[config.mk]
export PLATFORM = sky130hd
export DESIGN_NAME = commit_monitor
export DESIGN_NICKNAME = d
export VERILOG_FILES = /design/src/rtl/commit_monitor.sv
export SDC_FILE = /design/constraint.sdc
export NUM_CORES = 1
export LEC_CHECK = 0
export ABC_CLOCK_PERIOD_IN_PS = 3820
export BUFFER_PORTS_ARGS = -buffer_cell sky130_fd_sc_hd__buf_2
export CAP_MARGIN = 20
export CELL_PAD_IN_SITES_DETAIL_PLACEMENT = 0
export CELL_PAD_IN_SITES_GLOBAL_PLACEMENT = 1
export CORE_MARGIN = 5
export CORE_UTILIZATION = 46
export DETAILED_ROUTE_END_ITERATION = 6
export GPL_TIMING_DRIVEN = 0
export PLACE_DENSITY = 0.83
export SLEW_MARGIN = 20
export SYNTH_ARGS = -nofsm -noshare
export SYNTH_HDL_FRONTEND = slang
export SYNTH_SLANG_ARGS = --single-unit
[constraint.sdc]
create_clock -name clk -period 3.82 [get_ports clk]
set_input_delay 0.382 -clock clk [delete_from_list [all_inputs] [get_ports clk]]
set_output_delay 0.382 -clock clk [all_outputs]
set_load 0.02 [all_outputs]
[src/rtl/commit_monitor.sv]
// Run-control and performance monitor behind ROB commit, with a committed-PC trace FIFO.
// Define COMMIT_MONITOR_STALL_EN to add the stall_count output.
module commit_monitor #(
  parameter int PC_W          = 9,
  parameter int ROB_CNT_W     = 5,
  parameter int CNT_W         = 32,
  parameter int SETTLE_CYCLES = 10,
  parameter int MAX_CYCLES    = 100000,
  parameter int TRACE_DEPTH   = 16
) (
  input  logic                 clk,
  input  logic                 rst,
  input  logic                 commit_valid,
  input  logic [PC_W-1:0]      commit_pc,
  input  logic [31:0]          fetch_instr,
  input  logic                 decode_valid,
  input  logic                 rename_valid,
  input  logic                 dispatch_valid,
  input  logic [ROB_CNT_W-1:0] rob_count,
  output logic [CNT_W-1:0]     cycle_count,
  output logic [CNT_W-1:0]     commit_count,
  output logic [CNT_W-1:0]     done_cycle,
  output logic                 done,
  output logic                 timeout,
`ifdef COMMIT_MONITOR_STALL_EN
  output logic [CNT_W-1:0]     stall_count,
`endif
  output logic                 trace_valid,
  output logic [PC_W-1:0]      trace_pc,
  input  logic                 trace_ready,
  output logic [7:0]           trace_drop
);

  localparam int               SW          = $clog2(SETTLE_CYCLES + 1);
  localparam int               AW          = $clog2(TRACE_DEPTH);
  localparam logic [31:0]      NOP_INSTR   = 32'h0000_0013;
  localparam logic [CNT_W-1:0] MAX_LAST    = CNT_W'(MAX_CYCLES - 1);
  localparam logic [SW-1:0]    SETTLE_LAST = SW'(SETTLE_CYCLES - 1);

  typedef enum logic [1:0] {ST_RUN, ST_SETTLE, ST_DONE, ST_TIMEOUT} state_e;

  state_e            state_q, state_d;
  logic [CNT_W-1:0]  cycle_q, cycle_d;
  logic [CNT_W-1:0]  commit_q, commit_d;
  logic [CNT_W-1:0]  done_cycle_q, done_cycle_d;
  logic [SW-1:0]     settle_q, settle_d;
  logic              done_q, done_d;
  logic              timeout_q, timeout_d;
  logic              quiet;
  logic              active;

  assign quiet  = (fetch_instr == NOP_INSTR) & ~decode_valid & ~rename_valid &
                  ~dispatch_valid & (rob_count == '0);
  assign active = (state_q == ST_RUN) || (state_q == ST_SETTLE);

  always_comb begin
    state_d      = state_q;
    cycle_d      = cycle_q;
    commit_d     = commit_q;
    done_cycle_d = done_cycle_q;
    settle_d     = settle_q;
    done_d       = done_q;
    timeout_d    = timeout_q;
    if (active) begin
      if (~&cycle_q) cycle_d = cycle_q + CNT_W'(1);
      if (commit_valid && ~&commit_q) commit_d = commit_q + CNT_W'(1);
      // Timeout wins over any quiet-driven transition in the same cycle.
      if (cycle_q == MAX_LAST) begin
        state_d   = ST_TIMEOUT;
        timeout_d = 1'b1;
      end else if (state_q == ST_RUN) begin
        if (quiet) begin
          done_cycle_d = cycle_q;
          if (SETTLE_CYCLES == 1) begin
            state_d = ST_DONE;
            done_d  = 1'b1;
          end else begin
            state_d  = ST_SETTLE;
            settle_d = SW'(1);
          end
        end
      end else begin
        if (!quiet) begin
          state_d  = ST_RUN;
          settle_d = '0;
        end else if (settle_q == SETTLE_LAST) begin
          state_d = ST_DONE;
          done_d  = 1'b1;
        end else begin
          settle_d = settle_q + SW'(1);
        end
      end
    end
  end

  always_ff @(posedge clk) begin
    if (rst) begin
      state_q      <= ST_RUN;
      cycle_q      <= '0;
      commit_q     <= '0;
      done_cycle_q <= '0;
      settle_q     <= '0;
      done_q       <= 1'b0;
      timeout_q    <= 1'b0;
    end else begin
      state_q      <= state_d;
      cycle_q      <= cycle_d;
      commit_q     <= commit_d;
      done_cycle_q <= done_cycle_d;
      settle_q     <= settle_d;
      done_q       <= done_d;
      timeout_q    <= timeout_d;
    end
  end

  assign cycle_count  = cycle_q;
  assign commit_count = commit_q;
  assign done_cycle   = done_cycle_q;
  assign done         = done_q;
  assign timeout      = timeout_q;

`ifdef COMMIT_MONITOR_STALL_EN
  logic [CNT_W-1:0] stall_q, stall_d;

  always_comb begin
    stall_d = stall_q;
    if (active && (rob_count != '0) && !commit_valid && ~&stall_q)
      stall_d = stall_q + CNT_W'(1);
  end

  always_ff @(posedge clk) begin
    if (rst) stall_q <= '0;
    else     stall_q <= stall_d;
  end

  assign stall_count = stall_q;
`endif

  // Trace FIFO: pointers carry one extra wrap bit to tell full from empty.
  logic [PC_W-1:0] mem_q [TRACE_DEPTH];
  logic [AW:0]     wr_ptr_q, wr_ptr_d;
  logic [AW:0]     rd_ptr_q, rd_ptr_d;
  logic            trace_valid_q, trace_valid_d;
  logic [PC_W-1:0] trace_pc_q, trace_pc_d;
  logic [7:0]      drop_q, drop_d;
  logic            full;
  logic            pop;
  logic            push_ok;
  logic            drop;

  assign full    = (wr_ptr_q[AW] != rd_ptr_q[AW]) && (wr_ptr_q[AW-1:0] == rd_ptr_q[AW-1:0]);
  assign pop     = trace_valid_q & trace_ready;
  assign push_ok = commit_valid & (~full | pop);
  assign drop    = commit_valid & full & ~pop;

  always_comb begin
    wr_ptr_d      = wr_ptr_q + (AW+1)'(push_ok);
    rd_ptr_d      = rd_ptr_q + (AW+1)'(pop);
    trace_valid_d = (wr_ptr_d != rd_ptr_d);
    // Registered head read; bypass the write when the new entry becomes the head.
    if (push_ok && (wr_ptr_q[AW-1:0] == rd_ptr_d[AW-1:0]))
      trace_pc_d = commit_pc;
    else
      trace_pc_d = mem_q[rd_ptr_d[AW-1:0]];
    drop_d = drop_q;
    if (drop && ~&drop_q) drop_d = drop_q + 8'd1;
  end

  always_ff @(posedge clk) begin
    if (push_ok) mem_q[wr_ptr_q[AW-1:0]] <= commit_pc;
  end

  always_ff @(posedge clk) begin
    if (rst) begin
      wr_ptr_q      <= '0;
      rd_ptr_q      <= '0;
      trace_valid_q <= 1'b0;
      trace_pc_q    <= '0;
      drop_q        <= '0;
    end else begin
      wr_ptr_q      <= wr_ptr_d;
      rd_ptr_q      <= rd_ptr_d;
      trace_valid_q <= trace_valid_d;
      trace_pc_q    <= trace_pc_d;
      drop_q        <= drop_d;
    end
  end

  assign trace_valid = trace_valid_q;
  assign trace_pc    = trace_pc_q;
  assign trace_drop  = drop_q;

endmodule
Word-level counts from Yosys, hierarchy flattened. Memory sizes are Yosys's and may differ from the RTL's. A register that Yosys moved wholly into a read port is not among the register bits. Index checks and enable logic that the tools add are counted.

Bits in registers: 123. RAM bits: 144. Input bits: 53. Output and inout port bits: 116. Logic and storage cells: 75. Memories kept: 1.

$add $sub $neg: 6. Equality and inequality tests: 11. Mux-type cells: 11. Bitwise gates (word level): 17. Reduce and logical (&&, ||, !) cells: 18.

Memories: mem_q (depth 16, bits a word 9, read ports 1, clocked after Yosys merged registers in 1, write ports 1, line 140) `logic [PC_W-1:0] mem_q [TRACE_DEPTH];`.

Operators by type and width (number): $add A32 B1 Y32 const B (2); $reduce_and A32 Y1 (2); $eq A32 B17 Y1 const B (1); $eq A32 B5 Y1 const B (1); $mux W4 (4); $add A5 B1 Y5 (2); $mux W2 (5); $add A8 B1 Y8 const B (1); $and A1 B1 Y1 (8); $not A1 Y1 (8); $reduce_and A4 Y1 (2); $reduce_and A8 Y1 (1); $ne A3 B3 Y1 const B (2); $reduce_and A2 Y1 (3); $logic_not A5 Y1 (1); $ne A5 B5 Y1 (1); $reduce_and A5 Y1 (1); $add A4 B1 Y4 const B (1); $eq A4 B4 Y1 (1); $eq A4 B4 Y1 const B (1); $ne A4 B1 Y1 const B (1); $logic_and A1 B1 Y1 (3); $reduce_and A3 Y1 (1); $eq A2 B1 Y1 const B (1); 7 further kinds (9).

Depth between registers and ports, before layout.
Depth in word-level cells: 8. Depth in mapped cells: 11. Depth with buffers taken out: 10.

Worst setup path before layout. OpenSTA, ideal clock, no wires.

Path kind: register -> register. Start point: register trace_valid_q (netlist: trace_valid). End point: register trace_pc_q[0] (netlist: trace_pc[0]) (read register of mem_q). Library setup time: 0.117 ns. Data arrival time: 2.694 ns. Data required time: 3.703 ns. Path slack: 1.009 ns. Cell stages (with the launch flop): 9. Buffers on the path: 2. Clock period less this slack: 2.811 ns. Cell sequence: dfxtp_1 -> and2_1 -> ha_1 -> ha_1 -> clkbuf_1 -> clkbuf_1 -> mux4_2 -> mux4_2 -> a22o_1.

Longest elaborated chain between the ends: 2.

Ends and longest elaborated chain: start: declaration (line 143) `logic trace_valid_q, trace_valid_d;`; start signal: assignment (line 183) `trace_valid_q <= trace_valid_d;`; $and A1 B1 Y1 (line 152) `assign pop = trace_valid_q & trace_ready;`; $add A5 B1 Y5 (line 158) `rd_ptr_d = rd_ptr_q + (AW+1)'(pop);`; net rd_ptr_d[1] (line 142) `logic [AW:0] rd_ptr_q, rd_ptr_d;`; end: declaration (line 144) `logic [PC_W-1:0] trace_pc_q, trace_pc_d;`.

The timed path passes the listed nets, and every way through them passes these cells. A chain may end at the register's enable or synchronous reset.

Final worst setup path.
Start point: register wr_ptr_q[1]. End point: register trace_valid_q (netlist: trace_valid).

Longest elaborated chain between the ends: 7.

Ends and longest elaborated chain: start: declaration (line 141) `logic [AW:0] wr_ptr_q, wr_ptr_d;`; start signal: assignment (line 181) `wr_ptr_q <= wr_ptr_d;`; $eq A4 B4 Y1 (line 151) `assign full = (wr_ptr_q[AW] != rd_ptr_q[AW]) && (wr_ptr_q[AW-1:0] == rd_ptr_q[AW-1:0]);`; $logic_and A1 B1 Y1 (line 151); $not A1 Y1 (line 153) `assign push_ok = commit_valid & (~full | pop);`; $or A1 B1 Y1 (line 153); $and A1 B1 Y1 (line 153); $add A5 B1 Y5 (*) (line 157) `wr_ptr_d = wr_ptr_q + (AW+1)'(push_ok);`; $ne A5 B5 Y1 (*) (line 159) `trace_valid_d = (wr_ptr_d != rd_ptr_d);`.

Mark *: on every way between the ends. The rest lies on a longest branch, timed or not.

==> run_results.csv <==
group,metric,value,unit
run_status,outcome,"completed",
yosys,yosysWarnings,0,
timing,rsz0062_at_grt,"false",
timing,finalMaxSlewViolations,0,
route,drt-vias-per-instance,5.766,
final_layout,area_delta_synth_final,19.85,%
final_layout,drive_above_1_share,25.46,%
yosys,yosys.area.top_type,"edfxtp_1",
yosys,yosys-top-cells-area,"edfxtp_1 37%, dfxtp_1 22%, mux4_2 8.6%",
clock_network,clock_latency,0.53,ns
yosys,yosys-top-cells-count,"144 x edfxtp_1, 132 x dfxtp_1, 71 x a21oi_1",
route,drt_iter0_markers,701,
place,dp_cells,1475,
floorplan,coreArea,25250,µm²
floorplan,fp-row-count,58,
critical_path,slowest_delay,0.56,ns
clock_network,cts.clk_slew.worst_paths,0.06,ns
yosys,synth-main-ff-cell,"edfxtp_1",
route,antenna_left,0,
power,irDropWorstVdd,0.3001,mV
yosys,synth_area,11830,µm²
timing,min_period,3.463,ns
hold_path,hold_start,"commit_pc[4]",
floorplan,ios,169,
critical_path,endpoint_kind,"flop",
hold_path,worstHoldEndpoint,"mem_q[7][4]",
place,dpl.hpwl,21.55,mm
grt,grt_pass1_vias,8605,
timing,finalClockSkew,0.01043,ns
critical_path,crit_slowest_cell,"o21ai_1",
critical_path,critical_path_class,"reg -> reg",
clock_network,post_cts.repair.setup_buffers,0,
timing,worst_pin_slew,0.9893,ns
final_layout,nets,1238,
timing,fin_crit_sh,90.65,%
floorplan,die_h,170.3,µm
route,detail_route.drc_violations,0,
yosys,synth_seq_area_share,58.91,%
hold_path,hold_depth,1,
grt,grt.total_usage,20.46,%
yosys,synth-seq-cells,276,
yosys,synth_most_common_cell,"edfxtp_1",
route,via_count,8810,
grt,antenna_found_initial,0,
grt,grt_pass1_wl,47.38,mm
floorplan,start_util,46.82,%
timing,fmax,288.8,MHz
critical_path,worst-path-max-fanout,10,
final_layout,finalNonFillerCells,1528,
timing,relSlewSlack,33.44,%
floorplan,die_width,170.3,µm
clock_network,cts_buffer_depth,3,
critical_path,reg2reg_from,"wr_ptr_q[1]",
yosys,netlist_instances,973,
timing,setup_viol,0,
yosys,synth_top_area_share,36.57,%
yosys,synth.distinct_cells,61,
clock_network,ctsHoldBuffers,0,
route,drt-pass1-iter-count,5,
final_layout,antenna_cells,0,
clock_network,htreeDepth,1,
place,port_buffers,168,
critical_path,crit_chain,"clkbuf_1 -> xor2_1 -> or4_4 -> o21ai_1 -> inv_2 -> ha_1 -> ha_1 -> xnor2_1 -> xor2_1 -> nor3_1 -> a31oi_1",
critical_path,r2r_end,"trace_valid",
grt,grt_max_degree,18,
power,p_total,6.811,mW
timing,setup_tns,0,ns
grt,gr-total-overflow,0,
critical_path,start_kind,"flop",
hold_path,hold_path.class,"in -> reg",
floorplan,die_area,29010,µm²
timing,final-hold-violation-count,0,
clock_network,clk_root_buffer_cell,"clkbuf_16",
critical_path,rrSetupSlack,0.36,ns
power,power.density,480.6,nW/µm²
route,drt-total-wl,30.40,mm
yosys,synth_async_sr_flop_share,0,%
yosys,synth_edf_count,144,
clock_network,cts_tree,"done",
yosys,syn-mean-instance-area,12.15,µm²
clock_network,numCtsBuffers,28,
timing,holdWs,0.2457,ns
clock_network,cts_resized,0,
place,globalplace.congestion,0.8232,
yosys,synth.net_count,1035,
clock_network,cts_sinks,276,
job,maxCapViolations,0,
critical_path,cp.arrival,3.83,ns
route,avgRoutedWirePerCell,19.90,µm
critical_path,worst_r2r_path_depth,11,
critical_path,required,4.19,ns
power,power_leakage,5.026,nW
[how the worst max path moves through the flow]
| stage | from | endpoint | slack [ns] | cells past startpoint |
|---|---|---|---|---|
| 2_1_floorplan | trace_valid | trace_pc[0] | 1.01 | 8 |
| 3_3_place_gp | trace_ready | trace_pc[1] | 0.30 | 9 |
| 3_5_place_dp | trace_ready | trace_pc[2] | 0.33 | 9 |
| 4_1_cts | wr_ptr_q[1] | trace_valid | 0.40 | 11 |
| 5_1_grt | wr_ptr_q[1] | trace_valid | 0.14 | 11 |
| 6_report | wr_ptr_q[1] | trace_valid | 0.36 | 11 |
[layout by cell type (no fill, tap or decap), types with 24 or more instances in the layout]
master,count
o21ai_0,49
xnor2_1,25
mux4_2,45
clkbuf_1,51
nand2_1,29
nor4_1,24
or3_1,24
dfxtp_1,132
nand3_1,57
a21oi_1,71
nand4_1,33
nor2_1,63
edfxtp_1,144
clkbuf_16,29
buf_2,181
[per-layer routing]
layer	routed length [µm]	track usage (%)	up-vias
li1	-	-	4177
met1	12870	28.13	4248
met2	14640	34.58	347
met3	2339	2.880	38
met4	551	5.000	0
met5	0	0	-
[logic make-up (layout without fill, tap and decap cells)]
logic type	count (synthesis)	in the layout	share of synthesized area, %
simple gates	327	327	15.43
flops	276	276	58.91
compound gates	187	187	9.491
buf+inv	78	303	2.698
mux	54	54	9.406
xor+xnor	42	42	3.111
fa+ha+maj	9	9	0.9523
[layout make-up]
| cell class | count | area (µm²) |
|---|---|---|
| sequential | 276 | 6967 |
| multi-input combinational | 619 | 4579 |
| fill | 2162 | 11080 |
| inverter | 17 | 63.81 |
| buffer | 61 | 255.2 |
| timing repair buffer | 173 | 872.1 |
| tap | 330 | 412.9 |
| clock inverter | 8 | 140.1 |
| clock buffer | 44 | 882.1 |
[registers in the layout, indices dropped and copies added, names as in the netlist]
register / count
mem_q: 144
done_cycle: 32
commit_count: 32
trace_valid: 1
trace_pc: 9
cycle_count: 32
wr_ptr_q: 5
settle_q: 4
state_q: 2
timeout: 1
rd_ptr_q: 5
done: 1
trace_drop: 8
[report_power, final]
part	internal (mW)	total [mW]	switching [mW]	leakage, nW
logic	0.316	0.674	0.358	2.15
registers	3.17	3.19	0.0198	2.37
clock network	1.85	2.95	1.10	0.507
[critical path: cells and delay by family, from the launching register on]
family	cells	cell delay [ns]
simple gates	2	0.67
buf+inv	2	0.67
compound gates	2	0.67
xor+xnor	3	0.48
flops	1	0.33
fa+ha+maj	2	0.47
[stage by stage]
step	setup WS [ns]	area, µm²	util (%)
CTS	0.3960	14160	56.07
finish	0.3570	14170	56.12
global route	0.1358	14170	56.12
detailed placement	0.3286	13140	52.03
global placement	0.3027	13080	51.79
floorplan	1.009	11830	-
(Power assumes the default switching activity.)
